## src/rtl/taxi_mac_pause_pkg.sv

```systemverilog
// Shared constants and FSM state type for the MAC pause-frame controllers.
package taxi_mac_pause_pkg;

  localparam logic [15:0] ETH_TYPE_MCF = 16'h8808;
  localparam logic [15:0] OPCODE_LFC   = 16'h0001;
  localparam logic [15:0] OPCODE_PFC   = 16'h0101;

  typedef enum logic {
    ST_IDLE = 1'b0,
    ST_SEND = 1'b1
  } state_t;

endpackage

```

## src/rtl/taxi_mac_pause_ctrl_tx.sv

```systemverilog
// Transmit-side pause (XOFF/XON) MAC control frame request generator.
// Priority flow control is built in when TAXI_MAC_PAUSE_PFC_EN is defined.
module taxi_mac_pause_ctrl_tx
  import taxi_mac_pause_pkg::*;
#(
  parameter int MCF_PARAMS_SIZE = 18
) (
  input  logic                         clk,
  input  logic                         rst,

  output logic                         mcf_valid,
  input  logic                         mcf_ready,
  output logic [47:0]                  mcf_eth_dst,
  output logic [47:0]                  mcf_eth_src,
  output logic [15:0]                  mcf_eth_type,
  output logic [15:0]                  mcf_opcode,
  output logic [MCF_PARAMS_SIZE*8-1:0] mcf_params,

  input  logic                         tx_lfc_req,
  input  logic                         tx_lfc_resend,
`ifdef TAXI_MAC_PAUSE_PFC_EN
  input  logic [7:0]                   tx_pfc_req,
`endif
  input  logic                         quanta_tick,

  input  logic                         cfg_tx_lfc_en,
`ifdef TAXI_MAC_PAUSE_PFC_EN
  input  logic                         cfg_tx_pfc_en,
`endif
  input  logic [47:0]                  cfg_eth_dst,
  input  logic [47:0]                  cfg_eth_src,
  input  logic [15:0]                  cfg_quanta,
  input  logic [15:0]                  cfg_refresh,

  output logic                         stat_tx_pkt,
  output logic                         stat_tx_xoff,
  output logic                         stat_tx_xon
);

  localparam int PW = MCF_PARAMS_SIZE * 8;

  state_t        state;
  state_t        state_next;
  logic          pending;
  logic          lfc_prev;
  logic          sent_xoff;
  logic [15:0]   refresh_cnt;
  logic [15:0]   refresh_inc;
`ifdef TAXI_MAC_PAUSE_PFC_EN
  logic [7:0]    pfc_prev;
`endif

  logic          pfc_mode;
  logic          enabled;
  logic          req_level;
  logic          req_edge;
  logic          xoff_active;
  logic          refresh_hit;
  logic          launch;
  logic          handshake;
  logic [15:0]   quanta_sel;
  logic [15:0]   opcode_next;
  logic [PW-1:0] params_next;

  // PFC, when enabled, replaces LFC as the active request source.
  always_comb begin
    pfc_mode  = 1'b0;
    enabled   = cfg_tx_lfc_en;
    req_level = tx_lfc_req;
    req_edge  = tx_lfc_req ^ lfc_prev;
`ifdef TAXI_MAC_PAUSE_PFC_EN
    if (cfg_tx_pfc_en) begin
      pfc_mode  = 1'b1;
      enabled   = 1'b1;
      req_level = |tx_pfc_req;
      req_edge  = |(tx_pfc_req ^ pfc_prev);
    end
`endif
  end

  assign xoff_active = req_level && (cfg_refresh != 16'd0);
  assign refresh_inc = refresh_cnt + 16'd1;
  assign refresh_hit = xoff_active && quanta_tick && (refresh_inc >= cfg_refresh);

  always_comb begin
    state_next = state;
    launch     = 1'b0;
    handshake  = 1'b0;
    case (state)
      ST_IDLE: begin
        if (pending && enabled) begin
          launch     = 1'b1;
          state_next = ST_SEND;
        end
      end
      ST_SEND: begin
        if (mcf_ready) begin
          handshake  = 1'b1;
          state_next = ST_IDLE;
        end
      end
      default: state_next = ST_IDLE;
    endcase
  end

  always_comb begin
    quanta_sel  = req_level ? cfg_quanta : 16'd0;
    opcode_next = OPCODE_LFC;
    params_next = '0;
    if (!pfc_mode) begin
      params_next[7:0]  = quanta_sel[15:8];
      params_next[15:8] = quanta_sel[7:0];
    end
`ifdef TAXI_MAC_PAUSE_PFC_EN
    else begin
      opcode_next       = OPCODE_PFC;
      params_next[15:8] = 8'hFF;
      for (int i = 0; i < 8; i++) begin
        if (tx_pfc_req[i]) begin
          params_next[8*(2+2*i) +: 8] = cfg_quanta[15:8];
          params_next[8*(3+2*i) +: 8] = cfg_quanta[7:0];
        end
      end
    end
`endif
  end

  always_ff @(posedge clk) begin
    if (rst) state <= ST_IDLE;
    else     state <= state_next;
  end

  assign mcf_valid = (state == ST_SEND);

  always_ff @(posedge clk) begin
    if (rst) begin
      pending      <= 1'b0;
      lfc_prev     <= 1'b0;
`ifdef TAXI_MAC_PAUSE_PFC_EN
      pfc_prev     <= 8'd0;
`endif
      refresh_cnt  <= 16'd0;
      sent_xoff    <= 1'b0;
      mcf_eth_dst  <= '0;
      mcf_eth_src  <= '0;
      mcf_eth_type <= '0;
      mcf_opcode   <= '0;
      mcf_params   <= '0;
      stat_tx_pkt  <= 1'b0;
      stat_tx_xoff <= 1'b0;
      stat_tx_xon  <= 1'b0;
    end else begin
      lfc_prev <= tx_lfc_req;
`ifdef TAXI_MAC_PAUSE_PFC_EN
      pfc_prev <= tx_pfc_req;
`endif
      // The launch samples the live level, so a same-cycle event is already covered.
      if (launch)
        pending <= 1'b0;
      else if (req_edge || tx_lfc_resend || refresh_hit)
        pending <= 1'b1;

      if (launch || !xoff_active || refresh_hit)
        refresh_cnt <= 16'd0;
      else if (quanta_tick)
        refresh_cnt <= refresh_inc;

      if (launch) begin
        sent_xoff    <= req_level;
        mcf_eth_dst  <= cfg_eth_dst;
        mcf_eth_src  <= cfg_eth_src;
        mcf_eth_type <= ETH_TYPE_MCF;
        mcf_opcode   <= opcode_next;
        mcf_params   <= params_next;
      end

      stat_tx_pkt  <= handshake;
      stat_tx_xoff <= handshake && sent_xoff;
      stat_tx_xon  <= handshake && !sent_xoff;
    end
  end

endmodule

```

## config.mk

```make
export PLATFORM = sky130hd
export DESIGN_NAME = taxi_mac_pause_ctrl_tx
export DESIGN_NICKNAME = d
export VERILOG_FILES = /design/src/rtl/taxi_mac_pause_pkg.sv /design/src/rtl/taxi_mac_pause_ctrl_tx.sv
export SDC_FILE = /design/constraint.sdc
export NUM_CORES = 1
export LEC_CHECK = 0
export CORE_AREA = 2 2 158 160
export CTS_CLUSTER_DIAMETER = 200
export CTS_CLUSTER_SIZE = 20
export DETAILED_ROUTE_END_ITERATION = 8
export DIE_AREA = 0 0 160 162
export PLACE_DENSITY_LB_ADDON = 0.15
export SETUP_SLACK_MARGIN = 0.5
export SLEW_MARGIN = 20
export SYNTH_ARGS = -nofsm -noshare
export SYNTH_HDL_FRONTEND = slang
export SYNTH_SLANG_ARGS = --single-unit
```

## constraint.sdc

```tcl
create_clock -name clk -period 3.25 [get_ports clk]
set_input_delay 0.65 -clock clk [delete_from_list [all_inputs] [get_ports clk]]
set_output_delay 0.65 -clock clk [all_outputs]
set_load 0.05 [all_outputs]
```

==> results of run 1 <==
[sequential cells by signal, summed over array words and instances (netlist names)]
signal / cells
sent_xoff: 1
mcf_eth_dst: 48
mcf_valid: 1
mcf_opcode: 1
stat_tx_xon: 1
mcf_eth_src: 48
stat_tx_pkt: 1
refresh_cnt: 16
mcf_params: 16
stat_tx_xoff: 1
lfc_prev: 1
pending: 1
[layer usage]
metal	up-vias	routed length (µm)	track usage (%)
li1	2875	-	-
met1	2564	8944	18.47
met2	212	9631	24.70
met3	10	1401	4.597
met4	0	193	4.300
met5	-	0	0
[cell families after synthesis]
kind of cell	after synthesis	share of synthesized area [%]
other cells	1	0.05583
mux	1	0.1490
fa+ha+maj	17	3.167
buf+inv	224	22.04
compound gates	130	11.27
xor+xnor	28	3.651
flops	136	40.54
simple gates	290	19.13
[cell usage in the layout (no fill, tap or decap), drive strengths merged, types with 17 or more instances in the layout]
cell type	Yosys	final
a21oi	100	100
a22o	17	17
buf	182	27
clkbuf	23	18
clkdlybuf4s50	0	253
conb	1	156
dfxtp	136	136
ha	17	17
inv	19	28
nand2	211	211
nor2	20	20
xnor2	22	22
[path summary, 6_finish.rpt]
kind,startpoint,to,slack (ns),depth (start not counted)
max,refresh_cnt[3],pending,0.62,12
min,mcf_eth_src[40],mcf_eth_src[40],0.45,2
max reg2reg,refresh_cnt[3],pending,0.62,12
min reg2reg,mcf_eth_src[40],mcf_eth_src[40],0.45,2
[report_power, final]
part	leakage [µW]	switching, µW	internal (µW)
logic	0.00249	845	320
clock network	0.000284	841	1110
registers	0.00111	35.2	1730
[per-stage QoR]
| step | instance area, µm² | util, % | hold WS (ns) | power (µW) |
|---|---|---|---|---|
| global placement | 8991 | 37.30 | 0.4416 | 2979 |
| global route | 9743 | 40.42 | 0.4701 | 5105 |
| floorplan | 7298 | - | 0.4136 | 2760 |
| finish | 9746 | 40.43 | 0.4516 | 4886 |
| detailed placement | 8991 | 37.30 | 0.4463 | 2980 |
| CTS | 9594 | 39.80 | 0.4555 | 4976 |
[synth_stat cells, types with 2 or more instances]
library cell / count / share of area, %
buf_1: 10 / 0.56
nor3_2: 2 / 0.30
nand3_1: 14 / 1.0
a22o_1: 17 / 2.2
and4_1: 2 / 0.26
ha_1: 17 / 3.2
xnor2_1: 22 / 2.9
nor2_2: 3 / 0.28
o21ai_0: 4 / 0.30
nand3b_1: 2 / 0.22
nor3b_1: 5 / 0.56
nand4_1: 9 / 0.84
a21oi_1: 100 / 7.5
nor2_1: 16 / 0.89
nand2_1: 209 / 12
dfxtp_1: 136 / 41
clkbuf_1: 23 / 1.3
nand2b_1: 3 / 0.28
a211oi_1: 2 / 0.22
xor2_1: 6 / 0.78
buf_2: 7 / 0.52
and3_1: 3 / 0.28
nor4_1: 5 / 0.47
buf_4: 162 / 18
buf_6: 3 / 0.50
inv_1: 19 / 1.1
and2_1: 5 / 0.47
nor3_1: 5 / 0.37
[timing repair]
item,4_1_cts,5_1_grt
pin swaps,0,15
endpoints found under the setup margin,16,16
hold buffers,0,0
resized for setup,3,30
buffers inserted,0,8
gates cloned,0,1
[worst max-delay path, cell delays in order, from the launching register on]
cell     delay [ns]
dfxtp_4        0.36
and4_4         0.24
and2_4         0.16
nand3_2        0.08
nor2_2         0.13
xor2_1         0.08
ha_1           0.30
nand4_1        0.19
nor4_2         0.34
a31oi_2        0.17
a31oi_4        0.23
buf_6          0.16
a22o_1         0.12
[final cells by class]
cell class | instances | area, µm² | area share [%]
clock buffers | 18 | 439.2 | 4.506
multi-input cells | 622 | 3166 | 32.48
inverters | 19 | 71.32 | 0.7318
flip-flops and latches | 136 | 2738 | 28.09
clock inverters | 14 | 152.6 | 1.566
well taps | 324 | 405.4 | 4.160
diodes | 1 | 2.502 | 0.02568
repair buffers | 280 | 2771 | 28.44
==> flow_metrics.py, run 1 <==
metrics = {
    "floorplanning": {
        "initial_core_util_pct": 27.86,
        "io_pins": 411,
        "coreArea_um2": 24110,
        "die_area_um2": 25920,
        "row_count": 57,
        "dieHeight_um": 162,
        "dieWidth_um": 160,
    },
    "layout": {
        "fillCellCount": 2531,
        "instances_no_fill": 1414,
        "area_growth_pct": 45.10,
        "layout-drive-gt1-share_pct": 8.448,
        "nets": 1228,
    },
    "logic_synthesis": {
        "syn_inst": 827,
        "async_flop_share_pct": 0,
        "ys.warnings.count": 0,
        "ys_seq_area_share_pct": 40.54,
        "synth_edf_count": 0,
        "synthFlopType": "dfxtp_1",
        "ys_seq_elements": 136,
        "synth_cell_type_count": 44,
        "netlist_area_um2": 6716,
        "avgSynthCellArea_um2": 8.121,
    },
    "critical_path": {
        "worst_setup_path_start_kind": "flop",
        "end_kind": "flop",
        "critPathMaxFanout": 6,
        "crit_arrival_ns": 2.99,
        "cp.required_ns": 3.61,
        "worstSetupPathType": "flop to flop",
    },
    "timing": {
        "min_period_over_period_pct": 80.88,
        "finalWorstSetupSlack_ns": 0.6213,
        "rsz0062_at_grt": "yes",
        "setup-violations-final": 0,
        "slew_headroom_pct": 49.54,
        "hold_violations": 0,
        "clock.fmax_mhz": 380.4,
        "slew_viol_final": 0,
        "finalClockSkew_ns": 0.01276,
        "fin_crit_ns": 2.629,
        "fin_setup_tns_ns": 0,
        "tightestPinTransition_ns": 0.7570,
    },
    "power_and_ir_drop": {
        "p_leak_uw": 0.003887,
        "power_density_nw_per_um2": 501.4,
        "vdd_ir_drop_max_v": 0.0002481,
    },
    "route": {
        "antenna_left": 0,
        "via_count": 5661,
        "drt_wl_total_mm": 20.17,
        "drc": 0,
        "wl_per_cell_um": 14.26,
        "firstDrtPassIters": 4,
        "first_iter_violations": 273,
        "via_per_inst": 4.004,
    },
    "place": {
        "place_ws_ns": 0.4102,
        "dp_cells": 1372,
        "portBuffers": 254,
        "dp_hpwl_mm": 14.65,
        "place.gp.congestion": 0.7584,
    },
    "cts": {
        "clock_path_buffers": 2,
        "path_clk_slew_ns": 0.07,
        "clock_latency_ns": 0.42,
        "htreeDepth": 4,
        "cts-root-buf": "clkbuf_16",
        "numCtsBuffers": 17,
        "cts_tree": "yes",
        "cts.sinks": 136,
    },
    "global_route": {
        "antenna_found_initial": 1,
        "grt_pass1_wl_mm": 29.64,
        "grt_pass1_vias": 5166,
        "grt_max_degree": 76,
        "grt-ovfl-total": 0,
        "track_usage_pct": 14.81,
    },
    "run": {
        "cap_violations": 0,
    },
    "worst_hold_path": {
        "hp-class": "flop to flop",
    },
    "run_status": {
        "status": "complete, no violations",
    },
}
Power figures use the tool's default switching activity.
==> run 2, diff against run 1 <==
--- a/config.mk
+++ b/config.mk
@@ -5,11 +5,11 @@
 export SDC_FILE = /design/constraint.sdc
 export NUM_CORES = 1
 export LEC_CHECK = 0
-export CORE_AREA = 2 2 158 160
+export CORE_AREA = 2 2 162 164
 export CTS_CLUSTER_DIAMETER = 200
 export CTS_CLUSTER_SIZE = 20
 export DETAILED_ROUTE_END_ITERATION = 8
-export DIE_AREA = 0 0 160 162
+export DIE_AREA = 0 0 164 166
 export PLACE_DENSITY_LB_ADDON = 0.15
 export SETUP_SLACK_MARGIN = 0.5
 export SLEW_MARGIN = 20
==> constraint.sdc (replaced) <==
create_clock -name clk -period 2.2 [get_ports clk]
set_input_delay 0.44 -clock clk [delete_from_list [all_inputs] [get_ports clk]]
set_output_delay 0.44 -clock clk [all_outputs]
set_load 0.05 [all_outputs]
==> flow_metrics.py, run 2 (synthesis gave the netlist of run 1 again) <==
metrics = {
    "run_status": {
        "status": "finished with violations",
        "violations": "setup timing",
    },
    "run": {
        "cap_violations": 0,
    },
    "global_route": {
        "grt-ovfl-total": 0,
        "grt_max_degree": 82,
        "track_usage_pct": 13.90,
        "grt_pass1_wl_mm": 29.28,
        "grt_pass1_vias": 5219,
        "antenna_found_initial": 0,
    },
    "route": {
        "drt_wl_total_mm": 19.56,
        "firstDrtPassIters": 6,
        "via_per_inst": 3.969,
        "wl_per_cell_um": 13.59,
        "antenna_left": 0,
        "via_count": 5711,
        "drc": 0,
        "first_iter_violations": 201,
    },
    "timing": {
        "hold_violations": 0,
        "slew_viol_final": 0,
        "finalClockSkew_ns": 0.01068,
        "fin_setup_tns_ns": -5.384,
        "clock.fmax_mhz": 392.0,
        "fin_crit_ns": 2.551,
        "rsz0062_at_grt": "yes",
        "min_period_over_period_pct": 116.0,
        "setup-violations-final": 17,
        "finalWorstSetupSlack_ns": -0.3511,
    },
    "layout": {
        "instances_no_fill": 1439,
        "layout_commonest_cell": "nand2_1",
        "fillCellCount": 2674,
        "area_growth_pct": 48.16,
        "nets": 1243,
        "layout-drive-gt1-share_pct": 20.29,
        "reg_top3": "mcf_eth_dst (48), mcf_eth_src (48)",
        "layout_common_cells": "nand2_1, conb_1, clkdlybuf4s50_1, dfxtp_1, clkdlybuf4s15_2",
        "final_cell_area_um2": 9951,
        "multi_input_area_um2": 3167,
        "diodes": 0,
        "regArea_um2": 2729,
    },
    "critical_path": {
        "end_kind": "flop",
        "cp.required_ns": 2.55,
        "cp_slowest_cell": "dfxtp_2",
        "worst_setup_path_start_kind": "flop",
        "critPathMaxFanout": 7,
        "path_cells": "and4_4 > and2_4 > nand3_4 > nor2_4 > xor2_1 > ha_1 > nand4_1 > nor4_2 > a31oi_2 > a31oi_4 > buf_12 > a22o_1",
        "path_buf_inv": 1,
        "crit_path_max_incr_delay_ns": 0.32,
        "crit_arrival_ns": 2.90,
        "path_delay_family": "simple AND/OR/NAND/NOR gates",
        "worstSetupPathType": "flop to flop",
    },
    "cts": {
        "htreeDepth": 4,
        "cts-root-buf": "clkbuf_16",
        "path_clk_slew_ns": 0.07,
        "hold_buffers": 0,
        "cts.sinks": 136,
        "numCtsBuffers": 17,
        "clock_latency_ns": 0.41,
        "cts_tree": "yes",
        "clock_path_buffers": 2,
    },
    "worst_hold_path": {
        "hp-class": "input pin to flop",
    },
    "place": {
        "place.gp.congestion": 0.7519,
        "portBuffers": 254,
        "postPlaceCellArea_um2": 9228,
        "dp_cells": 1405,
        "dp_hpwl_mm": 14.14,
    },
    "floorplanning": {
        "io_pins": 411,
        "die_area_um2": 27220,
        "row_count": 59,
        "initial_core_util_pct": 26.22,
        "dieHeight_um": 166,
        "coreArea_um2": 25620,
        "dieWidth_um": 164,
    },
    "power_and_ir_drop": {
        "vdd_ir_drop_max_v": 0.0004631,
        "p_total_uw": 7257,
        "power_density_nw_per_um2": 729.3,
        "p_leak_uw": 0.004034,
    },
}
-- run 2: final timing paths --
kind                   from              end  slack, ns  cells past startpoint
min reg2reg  mcf_eth_src[4]   mcf_eth_src[4]       0.45                      2
max          refresh_cnt[4]          pending      -0.35                     12
min                     rst  mcf_eth_dst[10]       0.44                      2
max reg2reg  refresh_cnt[4]          pending      -0.35                     12
-- run 2: final cells by class --
type / instances / share of cell area [%]
clock buffers: 19 / 4.351
flip-flops and latches: 136 / 27.42
multi-input cells: 622 / 31.82
repair buffers: 295 / 29.77
inverters: 19 / 0.7167
clock inverters: 13 / 1.697
well taps: 335 / 4.212
-- run 2: layer usage --
metal,up-vias,routed length (µm),GRT usage (%)
li1,2896,-,-
met1,2564,7986,15.97
met2,239,9686,24.33
met3,12,1615,4.695
met4,0,274,3.966
met5,-,0,0
-- run 2: what timing repair did --
action,4_1_cts,5_1_grt
endpoints found under the hold margin,0,0
setup buffers,0,1
gates resized for setup,358,28
setup endpoints to repair,137,34
gates cloned,1,0
pin swaps,5,1
-- run 2: worst reg2reg max path, stage by stage, from the launching register on --
cell and delay (ns):
dfxtp_2 0.32, and4_4 0.22, and2_4 0.16, nand3_4 0.11, nor2_4 0.13, xor2_1 0.07, ha_1 0.30, nand4_1 0.17
nor4_2 0.32, a31oi_2 0.17, a31oi_4 0.25, buf_12 0.16, a22o_1 0.12
-- run 2: metrics by stage --
stage                     utilization, %  hold slack [ns]  setup slack [ns]
after global placement             36.02           0.4409           -0.4159
after detailed placement           36.02           0.4462           -0.4393
after global routing               38.85           0.4382           -0.4927
final                              38.85           0.4378           -0.3511
after floorplan                        -           0.4136           -0.3747
after CTS                          39.04           0.4304           -0.3259
-- run 2: power by group --
part / internal, µW / switching (µW) / total, µW
registers: 2570 / 54.5 / 2620
clock network: 1800 / 1140 / 2940
logic: 447 / 1250 / 1690
total: 4810 / 2440 / 7260
